===== src/rtl/vga_timing_gen.sv =====
`timescale 1ns/1ps
// vga_timing_gen
//   Raster timing source for the VGA path. Divides clk_in down to one pixel
//   tick every CLK_DIV clocks and steps the horizontal/vertical counters.
//   Produces the current_row/current_line/enable triple for the colour stage
//   plus the monitor sync pulses. Default timing is 640x480@60 from 100 MHz.
//
// Ports
//   clk_in          in   system clock
//   rst_n_in        in   asynchronous reset, active-low
//   run_in          in   1 = generate raster, 0 = park at (0,0) blanked
//   current_row     out  horizontal pixel index
//   current_line    out  vertical line index
//   enable          out  high while inside the visible area
//   hsync_out       out  horizontal sync, active level SYNC_POL
//   vsync_out       out  vertical sync, active level SYNC_POL
//   pix_tick_out    out  one-clk pulse per pixel period
//   frame_start_out out  one-clk pulse when the raster wraps to (0,0)
//
// Configuration
//   VGA_SYNC_ALIGN_EN  when defined, hsync_out/vsync_out get one extra clk_in
//                      register to line up with the registered colour stage.
//
// Handshake: none. run_in is a level; it is sampled on every clk_in edge.
module vga_timing_gen #(
    parameter int CLK_DIV  = 4,
    parameter int H_ACTIVE = 640,
    parameter int H_FP     = 16,
    parameter int H_SYNC   = 96,
    parameter int H_BP     = 48,
    parameter int V_ACTIVE = 480,
    parameter int V_FP     = 10,
    parameter int V_SYNC   = 2,
    parameter int V_BP     = 33,
    parameter bit SYNC_POL = 1'b0
) (
    input  logic       clk_in,
    input  logic       rst_n_in,
    input  logic       run_in,
    output logic [9:0] current_row,
    output logic [9:0] current_line,
    output logic       enable,
    output logic       hsync_out,
    output logic       vsync_out,
    output logic       pix_tick_out,
    output logic       frame_start_out
);

    localparam int H_TOT = H_ACTIVE + H_FP + H_SYNC + H_BP;
    localparam int V_TOT = V_ACTIVE + V_FP + V_SYNC + V_BP;
    localparam int DIV_W = (CLK_DIV > 1) ? $clog2(CLK_DIV) : 1;

    localparam logic [DIV_W-1:0] DIV_LAST = DIV_W'(CLK_DIV - 1);
    localparam logic [9:0] H_LAST   = 10'(H_TOT - 1);
    localparam logic [9:0] V_LAST   = 10'(V_TOT - 1);
    localparam logic [9:0] H_ACT    = 10'(H_ACTIVE);
    localparam logic [9:0] V_ACT    = 10'(V_ACTIVE);
    localparam logic [9:0] HS_START = 10'(H_ACTIVE + H_FP);
    localparam logic [9:0] HS_END   = 10'(H_ACTIVE + H_FP + H_SYNC - 1);
    localparam logic [9:0] VS_START = 10'(V_ACTIVE + V_FP);
    localparam logic [9:0] VS_END   = 10'(V_ACTIVE + V_FP + V_SYNC - 1);

    typedef enum logic {
        ST_IDLE = 1'b0,
        ST_RUN  = 1'b1
    } state_e;

    state_e           state_q, state_d;
    logic [DIV_W-1:0] div_q, div_d;
    logic [9:0]       h_q, h_d;
    logic [9:0]       v_q, v_d;
    logic             enable_q, enable_d;
    logic             hsync_q, hsync_d;
    logic             vsync_q, vsync_d;
    logic             tick_q, tick_d;
    logic             fs_q, fs_d;
    logic             step;
    logic             running_d;

    // State register
    always_ff @(posedge clk_in or negedge rst_n_in) begin
        if (!rst_n_in) begin
            state_q <= ST_IDLE;
        end else begin
            state_q <= state_d;
        end
    end

    // Next-state logic: run_in alone decides, at any raster position.
    always_comb begin
        state_d = state_q;
        case (state_q)
            ST_IDLE: if (run_in)  state_d = ST_RUN;
            ST_RUN:  if (!run_in) state_d = ST_IDLE;
            default: state_d = ST_IDLE;
        endcase
    end

    // Output logic: next values of every registered output. Counters only
    // advance while staying in RUN, so the entry clock (IDLE->RUN) starts the
    // divider from 0 and the first (0,0) is held CLK_DIV clocks from there.
    always_comb begin
        running_d = (state_d == ST_RUN);
        step      = 1'b0;
        div_d     = '0;
        h_d       = '0;
        v_d       = '0;
        if (state_q == ST_RUN && running_d) begin
            step  = (div_q == DIV_LAST);
            div_d = step ? '0 : div_q + DIV_W'(1);
            h_d   = h_q;
            v_d   = v_q;
            if (step) begin
                if (h_q == H_LAST) begin
                    h_d = '0;
                    v_d = (v_q == V_LAST) ? 10'd0 : v_q + 10'd1;
                end else begin
                    h_d = h_q + 10'd1;
                end
            end
        end
        // Decoded from the next counts so every output register flips on the
        // same edge as the counters it describes.
        enable_d = running_d && (h_d < H_ACT) && (v_d < V_ACT);
        hsync_d  = (running_d && h_d >= HS_START && h_d <= HS_END) ? SYNC_POL : ~SYNC_POL;
        vsync_d  = (running_d && v_d >= VS_START && v_d <= VS_END) ? SYNC_POL : ~SYNC_POL;
        tick_d   = running_d && (div_d == DIV_LAST);
        // Only a wrap sets this; IDLE->RUN entry has step=0.
        fs_d     = step && (h_d == 10'd0) && (v_d == 10'd0);
    end

    // Datapath registers
    always_ff @(posedge clk_in or negedge rst_n_in) begin
        if (!rst_n_in) begin
            div_q    <= '0;
            h_q      <= '0;
            v_q      <= '0;
            enable_q <= 1'b0;
            hsync_q  <= ~SYNC_POL;
            vsync_q  <= ~SYNC_POL;
            tick_q   <= 1'b0;
            fs_q     <= 1'b0;
        end else begin
            div_q    <= div_d;
            h_q      <= h_d;
            v_q      <= v_d;
            enable_q <= enable_d;
            hsync_q  <= hsync_d;
            vsync_q  <= vsync_d;
            tick_q   <= tick_d;
            fs_q     <= fs_d;
        end
    end

`ifdef VGA_SYNC_ALIGN_EN
    // One extra stage so syncs match the colour stage's registered latency.
    logic hsync_dly_q, vsync_dly_q;

    always_ff @(posedge clk_in or negedge rst_n_in) begin
        if (!rst_n_in) begin
            hsync_dly_q <= ~SYNC_POL;
            vsync_dly_q <= ~SYNC_POL;
        end else begin
            hsync_dly_q <= hsync_q;
            vsync_dly_q <= vsync_q;
        end
    end

    assign hsync_out = hsync_dly_q;
    assign vsync_out = vsync_dly_q;
`else
    assign hsync_out = hsync_q;
    assign vsync_out = vsync_q;
`endif

    assign current_row     = h_q;
    assign current_line    = v_q;
    assign enable          = enable_q;
    assign pix_tick_out    = tick_q;
    assign frame_start_out = fs_q;

endmodule

===== config.mk =====
export PLATFORM = sky130hd
export DESIGN_NAME = vga_timing_gen
export DESIGN_NICKNAME = d
export VERILOG_FILES = /design/src/rtl/vga_timing_gen.sv
export SDC_FILE = /design/constraint.sdc
export NUM_CORES = 1
export LEC_CHECK = 0
export ABC_CLOCK_PERIOD_IN_PS = 3500
export CAP_MARGIN = 15
export CORE_UTILIZATION = 52
export CTS_CLUSTER_SIZE = 14
export DETAILED_ROUTE_END_ITERATION = 10
export HOLD_SLACK_MARGIN = 0.05
export PLACE_DENSITY = 0.77
export SETUP_SLACK_MARGIN = 0.1
export SLEW_MARGIN = 20
export SYNTH_ARGS = -nofsm -noshare
export SYNTH_HDL_FRONTEND = slang
export SYNTH_SLANG_ARGS = --single-unit

===== constraint.sdc =====
create_clock -name clk_in -period 3.5 [get_ports clk_in]
set_clock_uncertainty 0.2 [all_clocks]
set_input_delay 0.875 -clock clk_in [delete_from_list [all_inputs] [get_ports clk_in]]
set_output_delay 0.875 -clock clk_in [all_outputs]
set_load 0.05 [all_outputs]

Yosys cells after proc, flatten, opt, wreduce, memory -nomap -nowiden
Cells that the tools add are included.
{"block": "totals", "reg_bits": 28, "ram_bits": 0, "mem_count": 0, "wordCells": 47, "mem_bits_ro": 0, "latch_bits": 0}
{"block": "classes", "mux": 13, "n_shift": 0, "n_mul": 0, "n_bitwise": 0, "reduce_logical": 12, "order_cmp": 6, "add_sub_neg": 3, "div_mod_pow": 0, "eq_ne": 4}
{"cell": "10-bit 2-to-1 mux", "count": 7}
{"cell": "10-bit by 1-bit adder with 10-bit output (second input constant)", "count": 2}
{"cell": "10-bit equality test (second input constant)", "count": 2}
{"cell": "10-bit zero test", "count": 2}
{"cell": "10-bit >= comparator (second input constant)", "count": 1}
{"cell": "10-bit by 9-bit >= comparator with 1-bit output (second input constant)", "count": 1}
{"cell": "10-bit <= comparator (second input constant)", "count": 1}
{"cell": "10-bit by 9-bit <= comparator with 1-bit output (second input constant)", "count": 1}
{"cell": "1-bit logical AND", "count": 10}
{"cell": "10-bit < comparator (second input constant)", "count": 1}
{"cell": "10-bit by 9-bit < comparator with 1-bit output (second input constant)", "count": 1}
{"cell": "2-bit equality test (second input constant)", "count": 2}
{"cell": "1-bit 2-to-1 mux", "count": 4}
{"cell": "2-bit 2-to-1 mux", "count": 2}
{"cell": "2-bit by 1-bit adder with 2-bit output (second input constant)", "count": 1}

Logic depth before layout (Yosys ltp)
Gate-level depths: netlist (run 1).
{"block": "logic_depth", "depth_word": 9, "mapped_depth": 10}

Worst setup path after synthesis (run 1)
Ideal clock, no wire load.
{"block": "synth_timing", "kind": "register to register", "start": "reg h_q[0] (netlist: current_row[0])", "end": "reg fs_q (netlist: frame_start_out)", "period_less_slack_ns": 2.932, "slack_ns": 0.568, "arrival_time_ns": 2.637, "t_required_ns": 3.204, "setup_time_ns": 0.096, "path_stages_with_launch": 9, "cell_sequence": "dfrtp_1 ha_1 inv_1 or4_4 buf_6 buf_8 a2111oi_4 o2111ai_1 nor4_2"}
{"block": "synth_via", "elab_chain_len": 7, "word_cells_on_any_way": 12, "classes_between": "add/sub (1); eq/ne (1); mux (6); reduce/logical (4)"}
{"element": "start: declaration", "line": "70", "rtl": "logic [9:0] h_q, h_d;"}
{"element": "start signal: assignment", "line": "136", "rtl": "h_q <= '0;"}
{"element": "start signal: assignment", "line": "145", "rtl": "h_q <= h_d;"}
{"element": "10-bit by 1-bit adder with 10-bit output / 10-bit equality test (equally long branches)", "line": "118, 114"}
{"element": "10-bit 2-to-1 mux", "line": "114", "rtl": "if (h_q == H_LAST) begin"}
{"element": "10-bit 2-to-1 mux", "line": "113", "rtl": "if (step) begin"}
{"element": "10-bit 2-to-1 mux", "line": "108", "rtl": "if (state_q == ST_RUN && running_d) begin"}
{"element": "10-bit zero test", "line": "129", "rtl": "fs_d = step && (h_d == 10'd0) && (v_d == 10'd0);"}
{"element": "1-bit logical AND", "line": "129"}
{"element": "1-bit logical AND (*)", "line": "129"}
{"element": "via fs_d", "line": "76", "rtl": "logic fs_q, fs_d;"}
{"element": "end signal: assignment", "line": "151", "rtl": "fs_q <= fs_d;"}
{"element": "end: declaration", "line": "76"}
The timed path passes the listed nets; every way through them passes the cells marked *.

Final worst setup path (run 1)
{"block": "layout_timing", "start": "reg div_q[0]", "end": "reg enable_q (netlist: enable)"}
{"block": "layout_via", "word_cells_on_any_way": 9, "classes_between": "order compare (2); eq/ne (1); mux (4); reduce/logical (2)"}
{"element": "start: declaration", "line": "69", "rtl": "logic [DIV_W-1:0] div_q, div_d;"}
{"element": "start signal: assignment", "line": "144", "rtl": "div_q <= div_d;"}
{"element": "2-bit equality test", "line": "109", "rtl": "step = (div_q == DIV_LAST);"}
{"element": "10-bit 2-to-1 mux", "line": "113"}
{"element": "10-bit 2-to-1 mux", "line": "108"}
{"element": "via v_d[9]", "line": "71", "rtl": "logic [9:0] v_q, v_d;"}
{"element": "10-bit by 9-bit < comparator with 1-bit output", "line": "124", "rtl": "enable_d = running_d && (h_d < H_ACT) && (v_d < V_ACT);"}
{"element": "1-bit logical AND", "line": "124"}
{"element": "via enable_d", "line": "72", "rtl": "logic enable_q, enable_d;"}
{"element": "end signal: assignment", "line": "147", "rtl": "enable_q <= enable_d;"}
{"element": "end: declaration", "line": "72"}
The timed path passes the listed nets, and every way through them passes these cells.

==> insert_results.sql, run 1 <==
INSERT INTO impl_metrics (metric_group, metric, value, unit) VALUES
('clock_network', 'tritoncts_clock_tree', 'done', ''),
('floorplan', 'dieArea', '3420', 'sq um'),
('critical_path', 'critical_path.reg2reg.endpoint', 'enable$_DFF_PN0_', ''),
('pwr', 'irDropWorstVdd', '0.202', 'mV'),
('synth', 'post_synth_inst_count', '175', ''),
('timing', 'finalCriticalPeriod', '3030', 'ps'),
('global_routing', 'antenna_found_initial', '0', ''),
('timing', 'timing.final.max_slew_violations', '0', ''),
('global_routing', 'use_met1', '0.345', ''),
('synth', 'edff_count_synth', '0', ''),
('critical_path', 'timing.reg2reg.worst_path_depth', '7', ''),
('finish', 'mostFrequentLayoutCells', 'clkdlybuf4s50_1, dfrtp_1, nor2_1', ''),
('global_routing', 'top_usage_layer', 'met2', ''),
('pwr', 'totalPowerFinal', '0.000571', 'W'),
('synth', 'synth_sequential_area_ratio', '0.424', ''),
('synth', 'synth_cell_type_count', '54', ''),
('place', 'dpl-instance-area', '1940', 'sq um'),
('floorplan', 'die_width', '58.5', 'microns'),
('critical_path', 'path_cells', 'ha_1 -> nand4_1 -> or4_4 -> nor4_1 -> nor2_1 -> a311oi_2 -> a2111oi_1', ''),
('critical_path', 'r2r_slack', '470', 'ps'),
('critical_path', 'worst_ep_required_time', '3520', 'ps'),
('routing', 'post-route-drc-count', '0', ''),
('global_routing', 'met2_usage', '0.358', ''),
('synth', 'mappedNetlistNets', '182', ''),
('clock_network', 'clock_sink_count', '28', ''),
('synth', 'ys_dominant_reg_cell', 'dfrtp_1', ''),
('critical_path', 'worst_r2r_startpoint', 'div_q[0]$_DFF_PN0_', ''),
('critical_path', 'critical_path.endpoint_type', 'flop', ''),
('routing', 'detail_route.iter0.violations', '45', ''),
('timing', 'setup_repair_after_global_routing_missed_its_margin', 'false', ''),
('floorplan', 'coreArea', '3030', 'sq um'),
('floorplan', 'site_rows', '20', ''),
('clock_network', 'clock-root-buffer', 'clkbuf_4', ''),
('finish', 'final_nets', '207', ''),
('place', 'placement.io_buffers', '27', ''),
('routing', 'route.antenna.remaining_nets', '0', ''),
('floorplan', 'chipHeight', '58.5', 'microns'),
('clock_network', 'path_clk_slew', '160', 'ps'),
('critical_path', 'worst_path_dominant_cell_family', 'simple AND/OR/NAND/NOR gates', ''),
('hold_path', 'min-delay-path-class', 'reg2reg', ''),
('timing', 'setup_total_negative_slack', '0', 'ps'),
('global_routing', 'grt_start_max_net_pins', '29', ''),
('critical_path', 'timing.critical_path.arrival', '3050', 'ps'),
('finish', 'antennaDiodeCount', '0', ''),
('global_routing', 'number_of_global_route_vias_before_repair', '1328', ''),
('timing', 'timing.fmax', '330', 'MHz'),
('pwr', 'power.share.clock', '0.380', ''),
('status', 'run_status', 'complete, no violations', ''),
('synth', 'synth_area_per_cell', '9.48', 'sq um'),
('routing', 'wl_per_cell', '15.5', 'microns'),
('pwr', 'combinationalPowerShare', '0.046', ''),
('timing', 'slew_headroom', '0.536', ''),
('critical_path', 'crit_path_start_kind', 'flop', ''),
('clock_network', 'htree_num_levels', '1', ''),
('place', 'post-dp-hpwl', '2680', 'microns'),
('hold_path', 'hold-path-cell-count', '1', ''),
('clock_network', 'cts_buffer_depth', '2', ''),
('pwr', 'power_density', '287', 'nW/um^2'),
('synth', 'synth_async_sr_flop_share', '1.00', ''),
('pwr', 'p_int', '0.000450', 'W'),
('pwr', 'share_seq_of_total_power', '0.574', ''),
('place', 'gp_routability_congestion', '0.925', ''),
('timing', 'post-route-period-util', '0.866', ''),
('floorplan', 'floorplan.initialDensity', '0.548', ''),
('critical_path', 'cp_slowest_cell', 'or4_4', ''),
('hold_path', 'hold_end', 'pix_tick_out$_DFF_PN0_', ''),
('timing', 'report.final.hold_viol_count', '0', ''),
('pwr', 'power_switching', '0.000120', 'W'),
('global_routing', 'overflow', '0', ''),
('critical_path', 'max_stage_delay', '690', 'ps'),
('routing', 'first_pass_iters', '4', '');
power groups by stage:
| stage | Clock, W | Sequential (W) | Combinational (W) |
|---|---|---|---|
| after floorplan | 0 | 0.000337 | 0.00000925 |
| after global placement | 0 | 0.000334 | 0.0000263 |
| after detailed placement | 0 | 0.000334 | 0.0000268 |
| after CTS | 0.000220 | 0.000328 | 0.0000270 |
| after global routing | 0.000231 | 0.000328 | 0.0000294 |
| final | 0.000217 | 0.000328 | 0.0000262 |
area by class of cell:
class,instances,area (sq um),area share
multi-input cells,128,857,0.431
flip-flops and latches,28,703,0.353
repair buffers,29,285,0.143
well taps,44,55.1,0.0277
inverters,10,37.5,0.0189
clock inverters,1,30.0,0.0151
clock buffers,3,22.5,0.0113
registers in the layout (all words and copies together) (netlist names):
signal,flops
vsync_out,1
current_row,10
current_line,10
enable,1
hsync_out,1
state_q,1
div_q,2
frame_start_out,1
pix_tick_out,1
Yosys cell counts, types with 4 or more instances:
library cell	number	share of area
clkbuf_1	4	0.0090
dfrtp_1	26	0.39
ha_1	4	0.030
inv_1	10	0.023
nand2_1	14	0.032
nand4_1	6	0.023
nor2_1	19	0.043
nor3_1	7	0.021
nor4_1	8	0.030
o21ai_0	5	0.015
o21ai_1	4	0.012
xnor2_1	6	0.032
xor2_1	5	0.026
logic make-up (layout without fill, tap and decap cells):
family	after synthesis	after routing	share of synthesized area
AO/OA/AOI/OAI	35	35	0.170
AND/OR/NAND/NOR	77	77	0.253
flip-flops	28	28	0.424
buffers and inverters	19	43	0.0596
XOR/XNOR	11	11	0.0581
adder cells (fa/ha/maj)	4	4	0.0302
multiplexers	1	1	0.00603
metrics by stage:
| step | instances | setup WS (ps) | hold slack (ps) | util |
|---|---|---|---|---|
| 2_1_floorplan | 175 | 568 | 238 | - |
| 3_3_place_gp | 239 | 501 | 252 | 0.640 |
| 4_1_cts | 243 | 457 | 278 | 0.657 |
| 5_1_grt | 243 | 284 | 287 | 0.657 |
| 6_report | 243 | 470 | 273 | 0.657 |
| 3_5_place_dp | 239 | 489 | 267 | 0.640 |
per-layer routing:
layer  vias up  routed length (microns)  part of all wire
met5         -                        0                 0
li1        680                        -                 -
met1       689                     1880              0.50
met4         0                       51             0.014
met2        41                     1690              0.45
met3         6                      141             0.037
worst max path at each step:
stage | slack (ps) | cells past startpoint | end | from
finish | 470 | 7 | enable$_DFF_PN0_ | div_q[0]$_DFF_PN0_
global route | 280 | 8 | enable$_DFF_PN0_ | div_q[0]$_DFF_PN0_
detailed placement | 490 | 7 | enable$_DFF_PN0_ | div_q[0]$_DFF_PN0_
floorplan | 570 | 8 | frame_start_out$_DFF_PN0_ | current_row[0]$_DFF_PN0_
global placement | 500 | 8 | enable$_DFF_PN0_ | div_q[0]$_DFF_PN0_
CTS | 460 | 7 | enable$_DFF_PN0_ | div_q[0]$_DFF_PN0_
Power figures use the tool's default switching activity.
==> run 2: changes to the inputs <==
--- a/config.mk
+++ b/config.mk
@@ -17,3 +17,4 @@
 export SYNTH_ARGS = -nofsm -noshare
 export SYNTH_HDL_FRONTEND = slang
 export SYNTH_SLANG_ARGS = --single-unit
+export TNS_END_PERCENT = 20
==> results of run 2 <==
Same layout as run 1: the final DEF is identical, and so are final timing and power.
==> run 3: changes to the inputs <==
--- a/config.mk
+++ b/config.mk
@@ -13,6 +13,7 @@
 export HOLD_SLACK_MARGIN = 0.05
 export PLACE_DENSITY = 0.77
 export SETUP_SLACK_MARGIN = 0.1
+export SKIP_LAST_GASP = 1
 export SLEW_MARGIN = 20
 export SYNTH_ARGS = -nofsm -noshare
 export SYNTH_HDL_FRONTEND = slang
==> results of run 3 <==
Same layout as run 1: the final DEF is identical, and so are final timing and power.
